**config.mk**
```make
export PLATFORM = sky130hd
export DESIGN_NAME = bms_share_controller
export DESIGN_NICKNAME = d
export VERILOG_FILES = /design/src/rtl/bms_share_controller.sv
export SDC_FILE = /design/constraint.sdc
export NUM_CORES = 1
export LEC_CHECK = 0
export BUFFER_PORTS_ARGS = -buffer_cell sky130_fd_sc_hd__buf_2
export CAP_MARGIN = 20
export CORE_AREA = 2 2 116 118
export DETAILED_ROUTE_END_ITERATION = 7
export DIE_AREA = 0 0 118 120
export PLACE_DENSITY = 0.75
export SYNTH_ARGS = -nofsm -noshare
export SYNTH_HDL_FRONTEND = slang
export SYNTH_SLANG_ARGS = --single-unit
```
**constraint.sdc**
```tcl
create_clock -name clk -period 1.33 [get_ports clk]
set_clock_uncertainty 0.2 [all_clocks]
set_input_delay 0.266 -clock clk [delete_from_list [all_inputs] [get_ports clk]]
set_output_delay 0.266 -clock clk [all_outputs]
set_load 0.005 [all_outputs]
```
**src/rtl/bms_share_controller.sv**
```systemverilog
// Sequencer for the 4-cell current-sharing datapath: picks SOC / 1/SOC / zero split mode, waits out the datapath latency, captures shares.
// Optional build macro BMS_MODE_HYST_EN adds direction hysteresis on dp_sel.
module bms_share_controller #(
    parameter int W        = 32,
    parameter int DIV_LAT  = 4,
    parameter int HYST_CNT = 3
) (
    input  logic         clk,
    input  logic         rst_n,
    input  logic         start,
    input  logic         cur_gt,
    input  logic         cur_lt,
    input  logic         cur_eq,
    output logic         dp_sel,
    output logic         dp_eqz,
    input  logic [W-1:0] dp_i1,
    input  logic [W-1:0] dp_i2,
    input  logic [W-1:0] dp_i3,
    input  logic [W-1:0] dp_i4,
    output logic [W-1:0] i1,
    output logic [W-1:0] i2,
    output logic [W-1:0] i3,
    output logic [W-1:0] i4,
    output logic         out_valid,
    output logic         busy,
    output logic         flag_err
);

    typedef enum logic [1:0] {IDLE, SETUP, WAIT, CAPTURE} state_t;

    localparam int CW = $clog2(DIV_LAT + 1);

    state_t        state;
    logic [CW-1:0] wait_cnt;
    logic          one_hot;
    logic          dir_req;

`ifdef BMS_MODE_HYST_EN
    localparam int HW = $clog2(HYST_CNT + 1);
    logic [HW-1:0] hyst_cnt;
`endif

    always_comb begin
        one_hot = (({cur_gt, cur_lt, cur_eq} == 3'b100) ||
                   ({cur_gt, cur_lt, cur_eq} == 3'b010) ||
                   ({cur_gt, cur_lt, cur_eq} == 3'b001));
        dir_req = one_hot && !cur_eq;
    end

    assign busy = (state != IDLE);

    // Mode select is decided from the flags sampled with start, so dp_sel/dp_eqz
    // move only on the edge entering SETUP and stay put until the next request.
    always_ff @(posedge clk) begin
        if (!rst_n) begin
            state     <= IDLE;
            wait_cnt  <= '0;
            dp_sel    <= 1'b0;
            dp_eqz    <= 1'b1;
            i1        <= '0;
            i2        <= '0;
            i3        <= '0;
            i4        <= '0;
            out_valid <= 1'b0;
            flag_err  <= 1'b0;
`ifdef BMS_MODE_HYST_EN
            hyst_cnt  <= '0;
`endif
        end else begin
            out_valid <= 1'b0;
            case (state)
                IDLE: begin
                    if (start) begin
                        dp_eqz <= !dir_req;
                        if (!one_hot)
                            flag_err <= 1'b1;
`ifdef BMS_MODE_HYST_EN
                        if (dir_req) begin
                            if (cur_lt != dp_sel) begin
                                if (int'(hyst_cnt) >= HYST_CNT - 1) begin
                                    dp_sel   <= cur_lt;
                                    hyst_cnt <= '0;
                                end else begin
                                    hyst_cnt <= hyst_cnt + 1'b1;
                                end
                            end else begin
                                hyst_cnt <= '0;
                            end
                        end
`else
                        if (dir_req)
                            dp_sel <= cur_lt;
`endif
                        state <= SETUP;
                    end
                end
                SETUP: begin
                    wait_cnt <= CW'(DIV_LAT - 1);
                    state    <= WAIT;
                end
                WAIT: begin
                    if (wait_cnt == '0)
                        state <= CAPTURE;
                    else
                        wait_cnt <= wait_cnt - 1'b1;
                end
                CAPTURE: begin
                    i1        <= dp_i1;
                    i2        <= dp_i2;
                    i3        <= dp_i3;
                    i4        <= dp_i4;
                    out_valid <= 1'b1;
                    state     <= IDLE;
                end
                default: state <= IDLE;
            endcase
        end
    end

endmodule

```
==> impl_metrics.yaml, run 1 <==
critical_path:
  required_ns: 1.43
  worstSetupPathType: "reg2reg"
  path_max_fanout: 5
  cp-end-kind: "flop"
  arrival_ns: 1.84
  critPathLaunchType: "flop"
  cp_slowest_stage_delay_ns: 0.37
  crit_top_cell: "buf_12"
  cp_slowest_cell: "dfxtp_4"
  crit_path_cell_trace: "buf_6, ha_4, buf_12, buf_12, buf_8, mux2i_2, nor2_1"
timing:
  finalCritPeriodShare_pct: 131
  finalHoldViolCount: 0
  finalWorstSetupSlack_ns: -0.408
  fmax_ghz: 0.575
  rsz0062_at_grt: "yes"
  finalSetupTns_ns: -36.54
  setup_violations: 149
  layout_min_cycle_time_ns: 1.74
  relSlewSlack_pct: 74.4
  tightest_slew_ns: 0.384
  maxSlewViolCount: 0
synthesis:
  syn_avg_cell_area_um2: 11.0
  yosysTopAreaCellShare_pct: 53.3
  yosys_warnings: 0
  syn-num-nets: 610
  synth_top_area_cell: "dfxtp_1"
  ys_seq_elements: 137
  synth_seq_area_share_pct: 53.3
  synth_area_leaders: "dfxtp_1 (53%), mux2i_1 (25%), nor2_1 (9.5%), buf_12 (4.3%), ha_1 (1.7%)"
  synth_area_um2: 5150
  synth_cells: 469
  synth_cell_type_count: 28
cells_and_area:
  final_common_cell: "buf_2"
  antenna_cells: 0
  drive_above_1_share_pct: 58.7
  layout_common_cells: "buf_2 (175), dfxtp_2 (133), dlygate4sd3_1 (133), nor2_1 (128), mux2i_1 (106)"
  fin_nets: 1086
  area_growth_pct: 103
grt:
  grt_pass1_vias: 5610
  antenna_found_initial: 0
  grt_pass1_wl_um: 28200
  grtUsageTotal_pct: 25.3
  grt.overflow.total: 0
  grt_max_degree: 58
route:
  vias_per_cell: 4.91
  routed_wl_um: 21800
  vias: 5564
  drc_errors: 0
  firstDrtPassIters: 5
  ant_nets: 0
  drt_iter0_drc: 263
  wl_per_cell_um: 19.2
clocking:
  clockBufferDepth: 2
  cts_buffers: 17
  htreeDepth: 4
  clock_latency_ns: 0.42
  root_buffer: "clkbuf_16"
  tritoncts: "yes"
  clk_pin_slew_ns: 0.06
  numClockSinks: 137
power_and_ir_drop:
  pwr-share-comb_pct: 30.6
  power_switching_uw: 3830
  swShare_pct: 26.5
  p_int_uw: 10600
  p_leak_uw: 0.00454
  p_seq_share_pct: 34.0
  ir_worst_vdd_uv: 949
  powerDensity_nw_per_um2: 1380
  power_uw: 14400
  clkPwrFrac_pct: 35.3
floorplanning:
  row_count: 42
  core_um2: 13000
  dieHeight_um: 120
  floorplan.initialDensity_pct: 39.6
  dieArea_um2: 14200
  ioPinCount: 267
  dieWidth_um: 118
flow_run:
  cap_viol_max_count: 0
placed_design:
  dp_hpwl_um: 9060
  io_buffers: 266
  gp_congestion: 0.779
outcome:
  status: "complete, but fails checks"
  violations: "negative setup slack"
worst_hold_path:
  hp-class: "in2reg"
-- logic make-up after synthesis --
group / synth area share [%]
compound gates: 1.70
simple gates: 11.2
flops: 53.3
xor+xnor: 0.340
buf+inv: 6.83
fa+ha+maj: 1.70
mux: 24.9
-- stage by stage --
stage | hold WS, ns | cell area, um^2 | utilization [%] | setup slack, ns | std cells
4_1_cts | 0.252 | 9460 | 72.8 | -0.362 | 1099
5_1_grt | 0.00452 | 10500 | 80.5 | -0.455 | 1134
2_1_floorplan | 0.142 | 5200 | - | -0.0789 | 469
6_report | 0.00472 | 10500 | 80.5 | -0.408 | 1134
3_3_place_gp | 0.242 | 6760 | 52.1 | -0.106 | 912
3_5_place_dp | 0.250 | 6760 | 52.1 | -0.138 | 912
-- final timing paths --
check	startpoint	end	slack [ns]	cells past startpoint
setup / recovery	state[1]	i2[19]	-0.41	7
hold reg to reg	wait_cnt[1]	wait_cnt[1]	0.28	1
setup reg to reg	state[1]	i2[19]	-0.41	7
hold / removal	rst_n	flag_err	0.005	3
-- critical path, delay by kind of cell (launching register included) --
family                   cells  cell delay (ns)
AND/OR/NAND/NOR              1             0.08
adder cells (fa/ha/maj)      1             0.22
flip-flops                   1             0.37
buffers and inverters        4             0.49
multiplexers                 1             0.26
-- layout make-up --
type / instances / area, um^2
inverters: 7 / 36.3
multi-input cells: 296 / 2340
repair inverters: 1 / 5.00
clock inverters: 7 / 138
fillers: 666 / 2520
well taps: 176 / 220
flip-flops and latches: 137 / 2910
clock buffers: 25 / 495
repair buffers: 485 / 4310
-- cell usage after synthesis --
library cell / count
a21oi_1: 4
a31oi_1: 1
and2_1: 1
buf_12: 11
buf_2: 9
buf_4: 2
buf_6: 1
buf_8: 1
clkbuf_1: 5
dfxtp_1: 137
ha_1: 7
inv_1: 6
inv_2: 1
mux2i_1: 128
nand2_1: 4
nand2b_1: 3
nand3b_1: 1
nor2_1: 130
nor2b_1: 2
nor3_1: 1
nor3b_1: 2
nor4bb_1: 1
o211a_1: 1
o21a_1: 1
o21ai_0: 5
o311a_1: 1
o41ai_1: 1
xnor2_1: 2
-- power groups by stage --
stage	clock [uW]	combinational (uW)	sequential, uW
after detailed placement	0	2460	4820
after global routing	5320	4670	4950
after CTS	5090	3460	4800
final	5100	4420	4920
after global placement	0	2410	4810
after floorplan	0	1540	4850
-- repair_timing --
action	in CTS	in global routing
hold endpoints to repair	132	1
hold buffers	133	2
setup endpoints to repair	227	268
cloned	7	3
pin swaps	5	36
buffers inserted	16	40
gates resized for setup	149	177
-- routing by layer --
metal	share of wire, %	wire (um)	global-route usage [%]
met5	0	0	0
met4	4.1	886	14.1
met3	6.3	1380	7.65
met2	53	11600	45.1
met1	36	7900	26.7
-- state kept, by name, indices dropped and copies added (netlist names) --
name and flops:
dp_eqz 1, dp_sel 1, flag_err 1, i1 32, i2 32, i3 32, i4 32, out_valid 1
state 2, wait_cnt 3
Power figures use the tool's default switching activity.
==> inputs of run 2 (changes only) <==
Settings changed: ABC_AREA set to 1, CORE_AREA 2 2 116 118 to 2 2 118 120, DIE_AREA 0 0 118 120 to 0 0 120 122, PLACE_DENSITY 0.75 to 0.74.
==> impl_metrics.yaml, run 2 <==
cells_and_area:
  fin_nets: 1209
  finalCoreUtilization_pct: 76.6
  area_growth_pct: 94.0
  antenna_cells: 0
  layout_common_cells: "buf_2 (181), nor2_1 (134), dfxtp_2 (133), dlygate4sd3_1 (131), nor2_2 (113)"
  drive_above_1_share_pct: 63.6
  final_common_cell: "buf_2"
synthesis:
  synth_area_leaders: "dfxtp_1 (51%), nor2_2 (12%), nor2_1 (12%), o21ai_0 (11%), buf_12 (4.1%)"
  synth_edf_count: 0
  syn-num-nets: 765
  yosys-top-cells-count: "nor2_1 (164), dfxtp_1 (137), o21ai_0 (115), nor2_2 (100), o21ai_1 (18)"
  synth_cell_type_count: 20
  async_flop_share_pct: 0
  syn_avg_cell_area_um2: 8.55
  synthFlopType: "dfxtp_1"
  synth.most_common_cell: "nor2_1"
  synth_cells: 624
  synth_area_um2: 5330
  synth_top_area_cell: "dfxtp_1"
  synth_seq_area_share_pct: 51.4
  yosys_warnings: 0
  ys_seq_elements: 137
  yosysTopAreaCellShare_pct: 51.4
clocking:
  tritoncts: "yes"
  htreeDepth: 4
  clock_latency_ns: 0.41
  numClockSinks: 137
  cts_buffers: 17
  root_buffer: "clkbuf_16"
  clk_pin_slew_ns: 0.06
  clockBufferDepth: 2
floorplanning:
  row_count: 43
  dieHeight_um: 122
  ioPinCount: 267
  core_um2: 13500
  dieArea_um2: 14600
  dieWidth_um: 120
  floorplan.initialDensity_pct: 39.5
critical_path:
  worst-path-buf-inv: 3
  arrival_ns: 1.87
  cp_slowest_cell: "dfxtp_4"
  cp_slowest_stage_delay_ns: 0.35
  path_max_fanout: 13
  worstSetupPathType: "reg2reg"
  required_ns: 1.41
  critPathLaunchType: "flop"
  path_delay_family: "buffers and inverters"
  crit_path_cell_trace: "buf_6, ha_4, buf_4, buf_12, o21ai_1, nor2_1"
  cp-end-kind: "flop"
route:
  routed_wl_um: 24500
  drc_errors: 0
  vias_per_cell: 5.15
  vias: 6498
  firstDrtPassIters: 5
  wl_per_cell_um: 19.4
  drt_iter0_drc: 564
  ant_nets: 0
power_and_ir_drop:
  ir_worst_vdd_uv: 905
  powerDensity_nw_per_um2: 1640
  p_leak_uw: 0.00483
grt:
  globalRouteMet1Util_pct: 28.8
  grt_pass1_wl_um: 30500
  grtUsageTotal_pct: 26.5
  grt_max_degree: 63
  antenna_found_initial: 0
  grt.busiest_layer: "met2"
  grt_pass1_vias: 6072
  use_met3_pct: 9.27
  grt.overflow.total: 0
  grt_use_met2_pct: 46.0
timing:
  finalHoldViolCount: 0
  setup_violations: 163
  finalCritPeriodShare_pct: 134
  finalSetupTns_ns: -27.91
  finalWorstSetupSlack_ns: -0.455
  relSlewSlack_pct: 74.9
  tightest_slew_ns: 0.374
  fmax_ghz: 0.560
  maxSlewViolCount: 0
  rsz0062_at_grt: "yes"
  layout_min_cycle_time_ns: 1.79
placed_design:
  gp_congestion: 0.737
  dp_hpwl_um: 9310
  place_ws_ns: -0.0536
  io_buffers: 266
flow_run:
  cap_viol_max_count: 0
outcome:
  violations: "negative setup slack"
  status: "complete, but fails checks"
worst_hold_path:
  hp-class: "in2reg"
==> run 2: path summary, 6_finish.rpt <==
check                                 to     start  slack, ns  depth (start not counted)
worst max-delay path               i2[5]  state[1]      -0.46                          6
worst min-delay path            flag_err    cur_lt       0.06                          5
worst max register to register     i2[5]  state[1]      -0.46                          6
worst min register to register  flag_err  flag_err       0.25                          2
==> run 2: logic make-up after synthesis <==
| family | after synthesis | share of synthesized area (%) |
|---|---|---|
| buffers and inverters | 62 | 9.10 |
| AO/OA/AOI/OAI | 136 | 12.8 |
| flip-flops | 137 | 51.4 |
| adder cells (fa/ha/maj) | 7 | 1.64 |
| XOR/XNOR | 1 | 0.164 |
| AND/OR/NAND/NOR | 281 | 24.9 |
==> run 2: metrics by stage <==
| step | cells | area (um^2) | hold slack, ns | power, uW |
|---|---|---|---|---|
| 6_report | 1261 | 10300 | 0.0568 | 16900 |
| 2_1_floorplan | 624 | 5390 | 0.194 | 7820 |
| 3_5_place_dp | 1043 | 6780 | 0.234 | 9230 |
| 5_1_grt | 1261 | 10300 | 0.0625 | 17700 |
| 4_1_cts | 1226 | 9360 | 0.000840 | 15100 |
| 3_3_place_gp | 1043 | 6780 | 0.232 | 9150 |
==> run 2: tightest hold or removal path: cells and delay by family <==
family                 cells  cell delay (ns)
AND/OR/NAND/NOR            2             0.14
AO/OA/AOI/OAI              1             0.05
buffers and inverters      2             0.16
==> run 2: routing by layer <==
metal / up-vias / share of wire (%)
li1: 2885 / -
met1: 3115 / 37
met2: 404 / 50
met3: 94 / 9.2
met4: 0 / 4.4
met5: - / 0
==> run 2: final cells by class <==
cell class              instances  area [um^2]
repair buffers                467         4080
fillers                       732         3160
flip-flops and latches        137         2910
multi-input cells             425         2490
clock buffers                  20          447
well taps                     180          225
clock inverters                12         93.8
inverters                      19         86.3
repair inverters                1         11.3
==> run 2: where the power goes <==
| part | total (uW) | internal (uW) | leakage (uW) | switching (uW) |
|---|---|---|---|---|
| Sequential | 5890 | 5200 | 0.00117 | 686 |
| Clock | 4360 | 2450 | 0.000246 | 1910 |
| Combinational | 6690 | 3520 | 0.00341 | 3170 |
==> run 2: timing repair <==
item	CTS	global route
resized for setup	210	182
hold endpoints to repair	130	0
gates cloned	9	6
setup buffers	11	33
hold buffers	131	0
endpoints found under the setup margin	174	267
pin swaps	5	7
==> inputs of run 3 (changes only) <==
Settings changed: PLACE_DENSITY 0.74 to 0.72.
==> impl_metrics.yaml, run 3 (synthesized netlist as in run 2, its figures left out) <==
cells_and_area:
  area_growth_pct: 107
  antenna_cells: 0
  layout_common_cells: "buf_2 (183), dfxtp_2 (134), dlygate4sd3_1 (131), nor2_1 (129), buf_6 (86)"
  fin_nets: 1244
  final_cells: 1296
  final_common_cell: "buf_2"
  drive_above_1_share_pct: 67.1
power_and_ir_drop:
  powerDensity_nw_per_um2: 1660
  p_int_uw: 12200
  p_seq_share_pct: 32.3
  pwr-share-comb_pct: 41.6
  ir_worst_vdd_uv: 920
  power_switching_uw: 6090
  clkPwrFrac_pct: 26.1
  p_leak_uw: 0.00509
  power_uw: 18300
  swShare_pct: 33.4
timing:
  finalWorstSetupSlack_ns: -0.359
  hold_slack_ns: 0.0513
  rsz0062_at_grt: "yes"
  relSlewSlack_pct: 72.7
  setup_violations: 173
  finalSetupTns_ns: -28.13
  maxSlewViolCount: 0
  layout_min_cycle_time_ns: 1.69
  fmax_ghz: 0.592
  finalHoldViolCount: 0
  tightest_slew_ns: 0.410
  finalCritPeriodShare_pct: 127
grt:
  antenna_found_initial: 0
  grt_pass1_wl_um: 31300
  grt_pass1_vias: 6311
  grt_max_degree: 75
  grt.overflow.total: 0
  grtUsageTotal_pct: 27.4
clocking:
  root_buffer: "clkbuf_16"
  cts_buffers: 17
  htreeDepth: 4
  clockBufferDepth: 2
  numClockSinks: 137
  tritoncts: "yes"
  clock_latency_ns: 0.42
  clk_pin_slew_ns: 0.06
route:
  ant_nets: 0
  drt_iter0_drc: 508
  routed_wl_um: 26000
  vias_per_cell: 5.20
  drc_errors: 0
  firstDrtPassIters: 4
  wl_per_cell_um: 20.1
  vias: 6742
critical_path:
  cp_slowest_cell: "dfxtp_4"
  crit_top_cell: "buf_12"
  critPathLaunchType: "flop"
  worstSetupPathType: "reg2reg"
  crit_path_cell_trace: "buf_6, ha_4, buf_12, buf_12, o21ai_2, nor2_1"
  arrival_ns: 1.81
  cp-end-kind: "flop"
  path_max_fanout: 8
  required_ns: 1.45
  cp_slowest_stage_delay_ns: 0.36
placed_design:
  io_buffers: 266
  place_inst: 1050
  gp_congestion: 0.756
  dp_hpwl_um: 9730
  place_ws_ns: -0.225
flow_run:
  cap_viol_max_count: 0
floorplanning:
  ioPinCount: 267
  floorplan.initialDensity_pct: 39.5
  row_count: 43
  dieHeight_um: 122
  dieArea_um2: 14600
  core_um2: 13500
  dieWidth_um: 120
worst_hold_path:
  hp-class: "in2reg"
outcome:
  status: "complete, but fails checks"
  violations: "negative setup slack"
==> run 3: cell count changes in the layout (fill, tap and decap cells not counted), moves of 4 or more <==
cell,delta
o21ai_0,-26
clkinv_2,+6
o21ai_1,+5
o21ai_4,+4
nor2_2,-28
nor2_1,-5
buf_4,+26
o21ai_2,+17
nor2_4,+33
==> run 3: final cells by class <==
class,count,area (um^2)
Tap cell,180,225
Timing Repair Buffer,502,4420
Fill cell,658,2460
Sequential cell,137,2920
Multi-Input combinational cell,425,2790
Clock buffer,18,429
Timing Repair inverter,1,16.3
Clock inverter,14,156
Inverter,19,86.3
==> run 3: layer usage <==
layer,vias up,wire [um],GRT usage [%],share of wire [%]
met5,-,0,0,0
met4,0,1360,13.5,5.2
met3,126,2170,8.33,8.3
met2,480,13400,49.1,52
met1,3186,9080,29.2,35
li1,2950,-,-,-
==> run 3: timing repair <==
action                                  4_1_cts  5_1_grt
buffers inserted                             29       42
gates cloned                                  8        7
hold endpoints to repair                    131        0
hold buffers                                131        0
resized for setup                           298      199
pin swaps                                     5       47
endpoints found under the setup margin      241      269
==> run 3: power groups by stage <==
| stage | Combinational [uW] | Clock (uW) | Sequential [uW] |
|---|---|---|---|
| floorplan | 2250 | 0 | 5580 |
| global placement | 3690 | 0 | 5480 |
| detailed placement | 3770 | 0 | 5500 |
| CTS | 5580 | 4760 | 5650 |
| global route | 8020 | 5000 | 5950 |
| finish | 7610 | 4770 | 5890 |
==> run 3: worst paths after layout <==
path	startpoint	to	slack, ns	cells past startpoint
setup reg to reg	state[1]	i1[24]	-0.36	6
setup / recovery	state[1]	i1[24]	-0.36	6
hold / removal	cur_lt	dp_sel	0.05	5
hold reg to reg	flag_err	flag_err	0.26	2
==> run 3: through the flow <==
step                utilization, %  instance area [um^2]
global placement              50.2                  6780
global route                  81.8                 11000
floorplan                        -                  5390
detailed placement            50.2                  6780
finish                        81.8                 11000
CTS                           72.1                  9740
==> run 3: worst max-delay path, delay by kind of cell, from the launching register on <==
| kind | cells | cell delay, ns |
|---|---|---|
| buffers and inverters | 3 | 0.46 |
| DFF | 1 | 0.36 |
| adders and majority gates | 1 | 0.26 |
| and+or+nand+nor | 1 | 0.23 |
| AOI/OAI and AO/OA | 1 | 0.08 |
